--- config.mk ---
export PLATFORM = sky130hd
export DESIGN_NAME = counter
export DESIGN_NICKNAME = d
export VERILOG_FILES = /design/src/rtl/counter.sv
export SDC_FILE = /design/constraint.sdc
export NUM_CORES = 1
export LEC_CHECK = 0
export CORE_AREA = 2 2 39 41
export CTS_CLUSTER_DIAMETER = 30
export DETAILED_ROUTE_END_ITERATION = 12
export DIE_AREA = 0 0 41 43
export SLEW_MARGIN = 40
export SYNTH_ARGS = -nofsm -noshare
export SYNTH_HDL_FRONTEND = slang
export SYNTH_SLANG_ARGS = --single-unit
--- constraint.sdc ---
create_clock -name clk -period 3 [get_ports clk]
set_clock_uncertainty 0.1 [all_clocks]
set_input_delay 0.45 -clock clk [delete_from_list [all_inputs] [get_ports clk]]
set_output_delay 0.45 -clock clk [all_outputs]
set_load 0.01 [all_outputs]
--- src/rtl/counter.sv ---
// WIDTH-bit up/down counter with asynchronous active-low reset, active-low
// synchronous parallel load, count enable and combinational terminal-count flags.
module counter #(
    parameter int WIDTH = 4
) (
    input  logic             clk,
    input  logic             rst_n,
    input  logic             load_n,
    input  logic             up_down,
    input  logic             ce,
    input  logic [WIDTH-1:0] data_load,
    output logic [WIDTH-1:0] count_out,
    output logic             max_count,
    output logic             zero
);

    logic [WIDTH-1:0] count_reg;
    logic [WIDTH-1:0] count_next;

    // Load beats counting regardless of ce/up_down; the adders wrap naturally.
    always_comb begin
        count_next = count_reg;
        if (!load_n) begin
            count_next = data_load;
        end else if (ce) begin
            if (up_down) begin
                count_next = count_reg + {{(WIDTH-1){1'b0}}, 1'b1};
            end else begin
                count_next = count_reg - {{(WIDTH-1){1'b0}}, 1'b1};
            end
        end
    end

    always_ff @(posedge clk or negedge rst_n) begin
        if (!rst_n) begin
            count_reg <= '0;
        end else begin
            count_reg <= count_next;
        end
    end

    assign count_out = count_reg;
    assign max_count = &count_reg;
    assign zero      = ~|count_reg;

endmodule

==> impl_metrics.toml <==
[placed_design]
placed_cells = 63
gp_congestion = 0.686
dp.final_hpwl_um = 592
pre_cts_ws_ps = 811
port_buffers = 14

[finish]
diodes = 0
largest_reg_flops = 4
final_nets = 64
layout_common_cells = "14 x clkdlybuf4s50_1, 4 x dfrtp_1"
syn_to_final_growth_pct = 51.3
drive_gt1_frac = 0.0800
final_common_cell = "clkdlybuf4s50_1"
stdcell_count = 66

[yosys]
yosys.area.top_type = "dfrtp_1"
yosysWarnings = 0
synth_area_sq_um = 332
async_flop_share = 1.00
synth-main-ff-cell = "dfrtp_1"
synth_top_cell_area_share = 0.302
yosysUniqueCellTypes = 22
syn_nets = 47
ys_seq_area_frac = 0.302
ys_ff_latch = 4
yosys-top-cells-area = "dfrtp_1 30%, ha_1 7.5%, fa_1 6.0%"
postSynthAreaPerCell_sq_um = 9.47
synth_edf_count = 0
syn_inst = 35

[timing]
fin_tns_setup_ps = 0
setup_viol = 0
rsz0062_at_grt = "false"
min_period_ps = 2110
worst_slack_ps = 887
timing.hold.ws_ps = 322
clock.fmax_mhz = 473
worstMarginPinSlew_ps = 354
max_slew_margin = 0.763
hold_violations = 0
fin_crit_sh = 0.704
drv_slew = 0

[clock_tree]
cts-hold-fix-buffers = 0
cts_setup_buffers = 0
clockRootBuffer = "clkbuf_4"
cts.sinks = 4
htreeDepth = 1
clkTransAtPathRegs_ps = 40
clk_latency_ps = 230
cts_tree = "yes"
post_cts_resized = 0
clock_path_buffers = 2
numCtsBuffers = 3

[routing]
totalWireLength_um = 738
first_pass_iters = 1
drt_iter0_drc = 0
vias = 312
avgRoutedWirePerCell_um = 11.2
ant_nets = 0
viasPerCell = 4.73
drc_errors = 0

[power_and_ir_drop]
ir_drop_v = 0.000206
power.density_mw_per_mm2 = 457
p_total_mw = 0.229
power_leakage_nw = 0.209

[global_routing]
antenna_found_initial = 0
grt_pass1_wl_um = 1290
track_usage = 0.113
grt_pass1_vias = 317
grt_max_degree = 11
gr-total-overflow = 0

[setup_path]
crit_path_end_kind = "primary output"
critPathBufInv = 1
max_stage_delay_ps = 580
path_cells = "nor4_1 -> clkdlybuf4s50_1"
path_delay_family = "buffers and inverters"
crit_fanout = 7
startpoint_type = "flip-flop"
crit_type = "flip-flop to primary output"
slowest_stage = "clkdlybuf4s50_1"
worstPathRequired_ps = 2450
critPathArrivalTime_ps = 1560

[floorplan]
core_area_sq_mm = 0.00138
die_h_um = 43
rows = 14
io_pins = 15
start_util = 0.240
dieArea_sq_mm = 0.00176
die_w_um = 41

[outcome]
status = "complete, no violations"

[min_path]
hold_class = "primary input to async pin"

[flow_run]
drv_cap = 0
[synthesized netlist by cell type, drive strengths merged (2+ instances only)]
| cell | instances |
|---|---|
| inv | 2 |
| xnor2 | 2 |
| nor2 | 3 |
| a21o | 2 |
| ha | 2 |
| nand3 | 3 |
| a21oi | 3 |
| dfrtp | 4 |
| buf | 2 |
[stage by stage]
step	util	instance area [sq um]
global route	0.363	502
finish	0.363	502
floorplan	-	332
detailed placement	0.346	479
CTS	0.363	502
global placement	0.346	479
[area by class of cell]
cell class	count	area, sq um
Multi-Input combinational cell	27	211
Sequential cell	4	100
Timing Repair Buffer	14	140
Clock buffer	3	22.5
Fill cell	154	882
Tap cell	16	20.0
Inverter	2	7.51
[metal layers]
metal / global-route usage / wire (um) / vias to the layer above
li1: - / - / 161
met1: 0.125 / 318 / 147
met2: 0.166 / 401 / 4
met3: 0.0314 / 18 / 0
met4: 0.100 / 0 / 0
met5: 0 / 0 / -
[cell families (layout without fill, tap and decap cells)]
group	after synthesis	count (layout)	synth area share
xor gates and xnor gates	2	2	0.0528
adders and majority gates	3	3	0.136
buffers and inverters	4	19	0.0604
DFF	4	4	0.302
muxes	1	1	0.0302
and+or+nand+nor	12	12	0.223
AOI/OAI and AO/OA	9	9	0.196
[final timing paths]
kind                                             to  depth (start not counted)                      from  slack (ps)
setup / recovery                               zero                          2  count_out[0]$_DFFE_PN0P_         890
min in group clk           count_out[1]$_DFFE_PN0P_                          2  count_out[1]$_DFFE_PN0P_         600
hold / removal             count_out[0]$_DFFE_PN0P_                          1                     rst_n         320
hold reg to reg            count_out[1]$_DFFE_PN0P_                          2  count_out[1]$_DFFE_PN0P_         600
max in group asynchronous  count_out[3]$_DFFE_PN0P_                          1                     rst_n        2310
setup reg to reg           count_out[2]$_DFFE_PN0P_                          4  count_out[0]$_DFFE_PN0P_        1450
[power by group]
group	switching [mW]	internal, mW	total [mW]
sequential	0.0143	0.0625	0.0769
clock	0.0198	0.0446	0.0644
combinational	0.0348	0.0534	0.0882
total	0.0689	0.161	0.229
No activity file was read; power rests on OpenSTA's default activity.
